## src/rtl/program_loader.sv

```systemverilog
// program_loader
// Boot-stage loader for the 8-bit CPU. It accepts a framed program image
// (LEN, LEN data bytes, CHK) over a valid/ready byte stream and writes the
// data bytes into the CPU RAM. The CPU is held in reset until a complete
// frame with a good checksum has been stored.
//
// Ports:
//   clk, rst             clock, synchronous active-high reset
//   start                one-cycle request to begin a new load (ignored while busy)
//   in_valid/in_data     byte stream from upstream
//   in_ready             loader accepts a byte this cycle (decoded from state only)
//   ram_we/ram_addr/ram_data  registered RAM write port (one cycle per byte)
//   cpu_rst              CPU reset, low only after a successful load
//   busy/done/error      frame in progress / last load good / last load bad
//   byte_count           data bytes accepted in the current or last frame
module program_loader #(
    parameter int ADDR_W    = 6,
    parameter int DEPTH     = 64,
    parameter int BASE_ADDR = 0
) (
    input  logic              clk,
    input  logic              rst,
    input  logic              start,
    input  logic              in_valid,
    input  logic [7:0]        in_data,
    output logic              in_ready,
    output logic              ram_we,
    output logic [ADDR_W-1:0] ram_addr,
    output logic [7:0]        ram_data,
    output logic              cpu_rst,
    output logic              busy,
    output logic              done,
    output logic              error,
    output logic [ADDR_W:0]   byte_count
);

    typedef enum logic [2:0] {
        S_IDLE, S_LEN, S_DATA, S_CHECK, S_DONE, S_ERROR
    } state_t;

    localparam logic [ADDR_W-1:0] PTR_BASE = ADDR_W'(BASE_ADDR);
    localparam logic [ADDR_W-1:0] PTR_LAST = ADDR_W'(DEPTH - 1);
    localparam logic [8:0]        LEN_MAX  = 9'(DEPTH);

    state_t              state_q, state_d;
    logic [ADDR_W:0]     len_q, len_d;
    logic [7:0]          sum_q, sum_d;
    logic [ADDR_W-1:0]   ptr_q, ptr_d;
    logic [ADDR_W:0]     cnt_q, cnt_d;
    logic                we_q, we_d;
    logic [ADDR_W-1:0]   addr_q, addr_d;
    logic [7:0]          data_q, data_d;

    logic                xfer;
    logic [7:0]          chk_sum;
    logic [ADDR_W:0]     cnt_inc;

    // in_ready depends only on the state register, never on in_valid.
    assign in_ready   = (state_q == S_LEN) || (state_q == S_DATA) || (state_q == S_CHECK);
    assign busy       = in_ready;
    assign done       = (state_q == S_DONE);
    assign error      = (state_q == S_ERROR);
    assign cpu_rst    = (state_q != S_DONE);
    assign ram_we     = we_q;
    assign ram_addr   = addr_q;
    assign ram_data   = data_q;
    assign byte_count = cnt_q;

    assign xfer    = in_valid && in_ready;
    assign chk_sum = sum_q + in_data;
    assign cnt_inc = cnt_q + (ADDR_W+1)'(1);

    always_comb begin
        state_d = state_q;
        len_d   = len_q;
        sum_d   = sum_q;
        ptr_d   = ptr_q;
        cnt_d   = cnt_q;
        we_d    = 1'b0;
        addr_d  = addr_q;
        data_d  = data_q;
        case (state_q)
            S_IDLE, S_DONE, S_ERROR: begin
                if (start) begin
                    state_d = S_LEN;
                    cnt_d   = '0;
                end
            end
            S_LEN: begin
                if (xfer) begin
                    if (in_data == 8'd0 || {1'b0, in_data} > LEN_MAX) begin
                        state_d = S_ERROR;
                    end else begin
                        len_d   = in_data[ADDR_W:0];
                        sum_d   = 8'd0;
                        ptr_d   = PTR_BASE;
                        state_d = S_DATA;
                    end
                end
            end
            S_DATA: begin
                if (xfer) begin
                    we_d   = 1'b1;
                    addr_d = ptr_q;
                    data_d = in_data;
                    sum_d  = chk_sum;
                    // Pointer wraps at DEPTH, which need not be a power of two.
                    ptr_d  = (ptr_q == PTR_LAST) ? '0 : ptr_q + ADDR_W'(1);
                    cnt_d  = cnt_inc;
                    if (cnt_inc == len_q) state_d = S_CHECK;
                end
            end
            S_CHECK: begin
                if (xfer) state_d = (chk_sum == 8'd0) ? S_DONE : S_ERROR;
            end
            default: state_d = S_IDLE;
        endcase
    end

    always_ff @(posedge clk) begin
        if (rst) begin
            state_q <= S_IDLE;
            len_q   <= '0;
            sum_q   <= '0;
            ptr_q   <= '0;
            cnt_q   <= '0;
            we_q    <= 1'b0;
            addr_q  <= '0;
            data_q  <= '0;
        end else begin
            state_q <= state_d;
            len_q   <= len_d;
            sum_q   <= sum_d;
            ptr_q   <= ptr_d;
            cnt_q   <= cnt_d;
            we_q    <= we_d;
            addr_q  <= addr_d;
            data_q  <= data_d;
        end
    end

endmodule
```

## config.mk

```make
export PLATFORM = sky130hd
export DESIGN_NAME = program_loader
export DESIGN_NICKNAME = d
export VERILOG_FILES = /design/src/rtl/program_loader.sv
export SDC_FILE = /design/constraint.sdc
export NUM_CORES = 1
export LEC_CHECK = 0
export ABC_CLOCK_PERIOD_IN_PS = 2810
export BUFFER_PORTS_ARGS = -buffer_cell sky130_fd_sc_hd__buf_2
export CAP_MARGIN = 0
export CORE_ASPECT_RATIO = 1.4
export CORE_UTILIZATION = 58
export CTS_BUF_LIST = sky130_fd_sc_hd__clkbuf_4
export CTS_CLUSTER_SIZE = 20
export DETAILED_ROUTE_END_ITERATION = 12
export GPL_TIMING_DRIVEN = 0
export PLACE_DENSITY_LB_ADDON = 0.05
export SLEW_MARGIN = 20
export SYNTH_ARGS = -nofsm -noshare
export SYNTH_HDL_FRONTEND = slang
export SYNTH_SLANG_ARGS = --single-unit
export TNS_END_PERCENT = 10
```

## constraint.sdc

```tcl
create_clock -name clk -period 2.81 [get_ports clk]
set_input_delay 0.4215 -clock clk [delete_from_list [all_inputs] [get_ports clk]]
set_output_delay 0.4215 -clock clk [all_outputs]
set_load 0.01 [all_outputs]
```

Word-level counts from Yosys, hierarchy flattened
Cells that the tools add are included.

operators by class
  magnitude comparators = 1
  add/sub/neg operators = 3
  eq/ne operators = 14
  reductions and logical operators = 16
  bitwise logic cells = 2
  muxes and demuxes = 21

operator list
  kind                   number
  $mux W6                4
  $mux W8                3
  $mux W3                6
  $logic_not A8 Y1       2
  $pmux W8 S2            1
  $mux W7                2
  $pmux W7 S2            1
  $pmux W3 S4            1
  $pmux W6 S2            1
  $ne A2 B2 Y1 const B   5
  $add A8 B8 Y8          1
  $gt A8 B7 Y1 const B   1
  $add A7 B1 Y7 const B  1
  $eq A7 B7 Y1           1
  $add A6 B1 Y6 const B  1
  $eq A3 B2 Y1 const B   2
  $eq A3 B3 Y1 const B   2
  $eq A6 B6 Y1 const B   1
  $reduce_and A3 Y1      2
  $reduce_and A5 Y1      1
  $reduce_and A4 Y1      1
  $reduce_bool A2 Y1     2
  $eq A3 B1 Y1 const B   1
  $logic_not A3 Y1       1
  9 further kinds        13

storage, ports and cells
  flip-flop bits (word level) = 46
  word-level logic and storage cells = 65
  input port bits = 12

Depth between registers and ports, before layout
Gate-level depths: netlist (run 1).

  depth in word-level cells = 6
  mapped depth = 8

Least setup slack after synthesis (run 1)
No wires, ideal clock.

  path kind = reg2reg
  start = register, netlist name byte_count[1]
  end = register len_q[0]
  stages on the path, launching flop included = 9
  required time = 2.738 ns
  clock period less this slack = 2.358 ns
  path buffers = 1
  arrival time = 2.287 ns
  slack = 0.452 ns
  cells stage by stage = dfxtp_1 ha_1 clkbuf_1 nand2b_1 nand3_1 a2111oi_0 a41oi_1 nor2_2 mux2i_1

RTL lines
  element                 line  RTL
  end signal: assignment  132   len_q <= len_d;
  end: declaration        46    logic [ADDR_W:0] len_q, len_d;

Worst setup path in the final report (run 1)
  start = register cnt_q[1], in the netlist byte_count[1]
  end = register state_q[2]

on the way
  word-level cells in the longest chain between the ends = 4

RTL lines
  element                      line  RTL
  start: declaration           49    logic [ADDR_W:0] cnt_q, cnt_d;
  start signal: assignment     135   cnt_q <= cnt_d;
  $add A7 B1 Y7                71    assign cnt_inc = cnt_q + (ADDR_W+1)'(1);
  $eq A7 B7 Y1                 110   if (cnt_inc == len_q) state_d = S_CHECK;
  $ne A2 B1 Y1 (no line)       --
  $reduce_and A5 Y1 (no line)  --
  end signal: assignment       131   state_q <= state_d;
  end: declaration             45    state_t state_q, state_d;

Every way passes these cells.
A chain may end at the register's enable or synchronous reset.

==> run_results.csv, run 1 <==
group,metric,value,unit
synth,netlist_top_cells_count,"nand2_1 (61), dfxtp_1 (46), a21oi_1 (32), nor2_1 (26), clkbuf_1 (14)",
clocking,cts_hold_buffers,0,
final_layout,final_cells,396,
clocking,cts.path.max_buffers,2,
routing,firstDrtPassIters,8,
critical_path,rrSetupSlack,0.18,ns
critical_path,cp_max_fo,9,
clocking,htreeDepth,2,
synth,synth.top_cell.area_share,37.72,%
synth,synth_edf_count,0,
power,comb_power_share,25.8,%
synth,yosysMostFrequentCell,"nand2_1",
routing,drt_iter0_markers,142,
final_layout,layout.nets,374,
placed_design,port_buffers,38,
synth,synth_nets,330,
floorplan,fp-row-count,27,
global_routing,antenna_found_initial,0,
clocking,clock_sinks,46,
critical_path,cp-start-kind,"flip-flop",
synth,ys_warn_count,0,
synth,netlist_top_cells_area,"dfxtp_1 (38%), nand2_1 (9.4%), a21oi_1 (6.6%), ha_1 (4.6%), nor2_1 (4.0%)",
power,p_leak,1.120,nW
power,p_int,923.8,uW
power,ir_drop,0.3040,mV
timing,setup-tns-final,0,ns
synth,yosys_register_bits,46,
clocking,clkTransAtPathRegs,0.14,ns
floorplan,die_x,56.83,um
critical_path,critPathBufInv,0,
timing,setup-violations-final,0,
timing,hold_viol_final,0,
status,status,"finished with violations",
critical_path,critPathTopFamily,"compound AO/OA/AOI/OAI gates",
power,pwr-share-seq,50.8,%
synth,synth_cells,308,
critical_path,crit_path_top_delay_cell,"dfxtp_1",
global_routing,grt_max_degree,14,
timing,clock.fmax,0.3806,GHz
synth,synth_top_cell_by_area,"dfxtp_1",
final_layout,syn2layout_area_growth,12.56,%
flow_run,cap_viol_max_count,0,
power,swShare,33.22,%
routing,route.detailed.drc,6,
synth,syn_avg_cell_area,7.926,sq um
global_routing,track_usage,28.25,%
power,switching_power,459.5,uW
routing,ant_nets,0,
critical_path,endpoint_kind,"flip-flop",
floorplan,io_pins,39,
clocking,post_cts_buffers,0,
timing,slew_headroom,57.83,%
final_layout,antenna_cells,0,
global_routing,grt_pass1_vias,2239,
timing,skew,0.006904,ns
clocking,cts_root_buf,"clkbuf_4",
critical_path,worstSetupPathType,"reg -> reg",
status,violations,"DRC",
synth,ys_seq_area_share,37.72,%
floorplan,start_util,61.24,%
critical_path,cpPeakStageDelay,0.50,ns
global_routing,grt_remaining_overflow,0,
synth,ys.flop_type,"dfxtp_1",
floorplan,core,3986,sq um
synth,async_flop_share,0,%
power,powerDensity,503.5,nW/um^2
critical_path,arrival,2.94,ns
critical_path,cp.required,3.12,ns
clocking,insertion_delay,0.37,ns
final_layout,fill_cells,359,
clocking,cts_tree,"built",
routing,viasPerCell,5.886,
routing,wl,5870,um
global_routing,grt_first_pass_wirelength,9908,um
synth,synth.distinct_cells,45,
placed_design,dp_hpwl,4312,um
critical_path,crit_chain,"ha_1 -> nand2b_1 -> nand3_1 -> a2111oi_0 -> a41oi_2 -> or4_1 -> a21oi_1",
floorplan,die_area,4476,sq um
routing,wl_per_cell,14.82,um
floorplan,die-height,78.76,um
timing,rsz0062_at_grt,"false",
timing,tightest_slew,0.6312,ns
routing,vias,2331,
hold_path,hp-class,"in -> reg",
synth,post_synth_instance_area,2441,sq um
timing,fin_crit,2.627,ns
power,pwr-share-clk,23.4,%
timing,final_max_slew_viol_count,0,
clocking,numCtsBuffers,5,
timing,fin_crit_sh,93.49,%
placed_design,dp_cells,389,
final_layout,drive_gt1_share,16.15,%
placed_design,finalWeightedCongestion,0.8835,
==> cell type report <==
type / instances / area [sq um] / share of cell area [%]
inverters: 3 / 11.26 / 0.4098
flip-flops and latches: 46 / 920.9 / 33.52
clock inverters: 2 / 8.758 / 0.3188
well taps: 43 / 53.80 / 1.958
repair buffers: 38 / 190.2 / 6.922
multi-input cells: 242 / 1451 / 52.82
plain buffers: 16 / 66.31 / 2.413
clock buffers: 6 / 45.04 / 1.639
==> logic make-up after synthesis <==
| kind of cell | synth area share, % |
|---|---|
| xor+xnor | 4.305 |
| fa+ha+maj | 5.433 |
| buf+inv | 3.332 |
| flops | 37.72 |
| compound gates | 19.12 |
| simple gates | 27.22 |
| mux | 2.870 |
==> flip-flops by register name, indices dropped and copies added (netlist names) <==
name,cells
ram_data,8
ram_addr,6
sum_q,8
ram_we,1
len_q,7
state_q,3
ptr_q,6
byte_count,7
==> per-stage QoR <==
stage | area, sq um | hold slack, ns | setup slack, ns | total power [mW] | utilization [%]
2_1_floorplan | 2441 | 0.4431 | 0.4517 | 0.9604 | -
3_3_place_gp | 2685 | 0.4396 | 0.07452 | 1.057 | 67.36
3_5_place_dp | 2685 | 0.4464 | 0.06654 | 1.065 | 67.36
4_1_cts | 2739 | 0.3025 | 0.03874 | 1.376 | 68.71
5_1_grt | 2748 | 0.3237 | 0.008467 | 1.461 | 68.93
6_report | 2748 | 0.3064 | 0.1828 | 1.383 | 68.93
==> repair_timing <==
item                                    in CTS  in global routing
endpoints found under the hold margin        0                  0
resized for setup                            0                  2
endpoints found under the setup margin       0                  9
==> layer usage <==
metal | wire (um) | GRT usage, %
met3 | 173 | 4.072
met2 | 2924 | 49.17
met4 | 170 | 15.12
met5 | 0 | 0
met1 | 2601 | 33.23
==> power by group through the flow <==
stage	logic, mW	clock network, mW	registers [mW]
4_1_cts	0.349	0.324	0.703
6_report	0.357	0.323	0.703
2_1_floorplan	0.247	0	0.713
5_1_grt	0.403	0.349	0.709
3_3_place_gp	0.341	0	0.716
3_5_place_dp	0.347	0	0.718
==> worst min-delay path: stages <==
cell	delay (ns)
buf_2	0.12
nand2_1	0.05
a21oi_1	0.05
==> placed cells by master, fill, tap and decap left out, types with 8 or more instances in the layout <==
master / Yosys / routed
nor2_1: 26 / 26
ha_1: 9 / 9
o21ai_0: 11 / 11
a21oi_1: 32 / 32
nand2_1: 61 / 61
nand3_1: 8 / 8
clkbuf_1: 14 / 13
buf_2: 2 / 40
dfxtp_1: 46 / 46
==> worst paths after layout <==
| path | from | to | cells after the start |
|---|---|---|---|
| worst min-delay path | in_data[0] | ram_data[0] | 3 |
| worst min register to register | ram_addr[3] | ram_addr[3] | 2 |
| worst max-delay path | byte_count[1] | state_q[2] | 7 |
| worst max register to register | byte_count[1] | state_q[2] | 7 |
Note: power is estimated with default switching activity, not from simulation.
==> inputs of run 2 (changes only) <==
RECOVER_POWER = 100   (was unset)
==> run 2 against run 1 <==
  * The flow still finishes with violations (DRC)
  * Largest cell class unchanged
  * Count of clock-buffer cells in the layout is the same
  * Via count fell by 0.77%
  * Clock skew rose by 0.0018 ns
  * Critical endpoint unchanged
==> run_results.csv, run 2 (synthesis results as in run 1) <==
group,metric,value,unit
critical_path,crit_path_top_delay_cell,"dfxtp_1",
floorplan,die-height,78.76,um
routing,drt_iter0_markers,165,
power,finalPower,1.372,mW
routing,route.detailed.drc,6,
critical_path,worstSetupStartpoint,"byte_count[1]",
placed_design,finalWeightedCongestion,0.8835,
timing,setup-violations-final,0,
critical_path,cp_max_fo,9,
critical_path,worstSetupPathType,"reg -> reg",
critical_path,cp.required,3.12,ns
timing,fin_crit,2.597,ns
global_routing,antenna_found_initial,0,
clocking,numCtsBuffers,5,
clocking,cts_root_buf,"clkbuf_4",
critical_path,critPathBufInv,0,
final_layout,antenna_cells,0,
final_layout,final_cells,396,
power,pwr-share-clk,23.6,%
timing,final_max_slew_viol_count,0,
placed_design,preCtsSetupSlack,0.06654,ns
timing,skew,0.008711,ns
timing,setup-tns-final,0,ns
final_layout,syn2layout_area_growth,10.61,%
floorplan,core,3986,sq um
final_layout,drive_gt1_share,8.215,%
routing,viasPerCell,5.841,
final_layout,utilization,67.73,%
timing,rsz0062_at_grt,"false",
floorplan,fp-row-count,27,
timing,slew_headroom,56.72,%
critical_path,cp-start-kind,"flip-flop",
routing,ant_nets,0,
power,swShare,33.38,%
power,powerDensity,508.0,nW/um^2
clocking,cts_resized,0,
hold_path,min-delay-start,"in_data[0]",
clocking,htreeDepth,2,
power,ir_drop,0.3046,mV
clocking,cts_tree,"built",
power,pwr-share-seq,51.3,%
timing,hold-worst-slack,0.3053,ns
hold_path,hp-class,"in -> reg",
power,p_int,913.8,uW
timing,clock.fmax,0.3851,GHz
routing,vias,2313,
status,status,"finished with violations",
power,p_leak,1.002,nW
clocking,cts.path.max_buffers,2,
critical_path,critPathTopFamily,"compound AO/OA/AOI/OAI gates",
timing,fin_crit_sh,92.42,%
placed_design,port_buffers,38,
placed_design,dp_cells,389,
status,violations,"DRC",
critical_path,timing.rr.start,"byte_count[1]",
clocking,cts_hold_buffers,0,
final_layout,layout.nets,374,
floorplan,io_pins,39,
clocking,clkTransAtPathRegs,0.14,ns
clocking,clock_sinks,46,
timing,hold_viol_final,0,
global_routing,grt_max_degree,14,
timing,worst_slack,0.2130,ns
floorplan,die_x,56.83,um
critical_path,crit_chain,"ha_1 -> nand2b_1 -> nand3_1 -> a2111oi_0 -> a41oi_1 -> or4_1 -> a21oi_1",
global_routing,grt_first_pass_wirelength,9908,um
floorplan,start_util,61.24,%
routing,wl_per_cell,14.87,um
routing,wl,5889,um
power,comb_power_share,25.1,%
power,switching_power,457.8,uW
global_routing,grt_pass1_vias,2239,
final_layout,final_common_cell,"nand2_1",
global_routing,track_usage,28.25,%
placed_design,dp_hpwl,4312,um
global_routing,grt_remaining_overflow,0,
flow_run,cap_viol_max_count,0,
critical_path,cpPeakStageDelay,0.50,ns
placed_design,place_area,2685,sq um
final_layout,finalInstanceArea,2700,sq um
critical_path,arrival,2.91,ns
routing,firstDrtPassIters,9,
clocking,insertion_delay,0.37,ns
floorplan,die_area,4476,sq um
clocking,post_cts_buffers,0,
final_layout,final_cell_mix,"nand2_1 (61), dfxtp_1 (46), clkbuf_1 (39)",
critical_path,endpoint_kind,"flip-flop",
timing,tightest_slew,0.6478,ns
## run 2: routing by layer
| metal | vias up | wire, um | track usage, % |
|---|---|---|---|
| met1 | 1086 | 2616 | 33.23 |
| met4 | 0 | 182 | 15.12 |
| li1 | 1169 | - | - |
| met3 | 16 | 174 | 4.072 |
| met5 | - | 0 | 0 |
| met2 | 42 | 2915 | 49.17 |
## run 2: area by class of cell
class	count	area (sq um)
inverter	3	11.26
timing repair buffer	38	157.7
multi-input combinational	242	1436
clock buffer	6	45.04
clock inverter	2	8.758
fill	374	1286
tap	43	53.80
buffer	16	66.31
sequential	46	920.9
## run 2: worst paths after layout
path                 endpoint  slack, ns  depth (start not counted)
hold / removal    ram_data[0]       0.31                          3
setup / recovery   state_q[2]       0.21                          7
setup reg to reg   state_q[2]       0.21                          7
hold reg to reg   ram_addr[3]       0.47                          2
## run 2: worst reg2reg max path, cell delays in order, from the launching register on
cell and delay (ns):
dfxtp_1 0.50, ha_1 0.42, nand2b_1 0.20, nand3_1 0.08, a2111oi_0 0.39, a41oi_1 0.34
or4_1 0.48, a21oi_1 0.12
## run 2: power by group through the flow
stage | sequential (mW) | clock, mW | combinational (mW)
6_report | 0.703 | 0.324 | 0.344
5_1_grt | 0.709 | 0.349 | 0.390
4_1_cts | 0.703 | 0.324 | 0.349
3_5_place_dp | 0.718 | 0 | 0.347
3_3_place_gp | 0.716 | 0 | 0.341
2_1_floorplan | 0.713 | 0 | 0.247
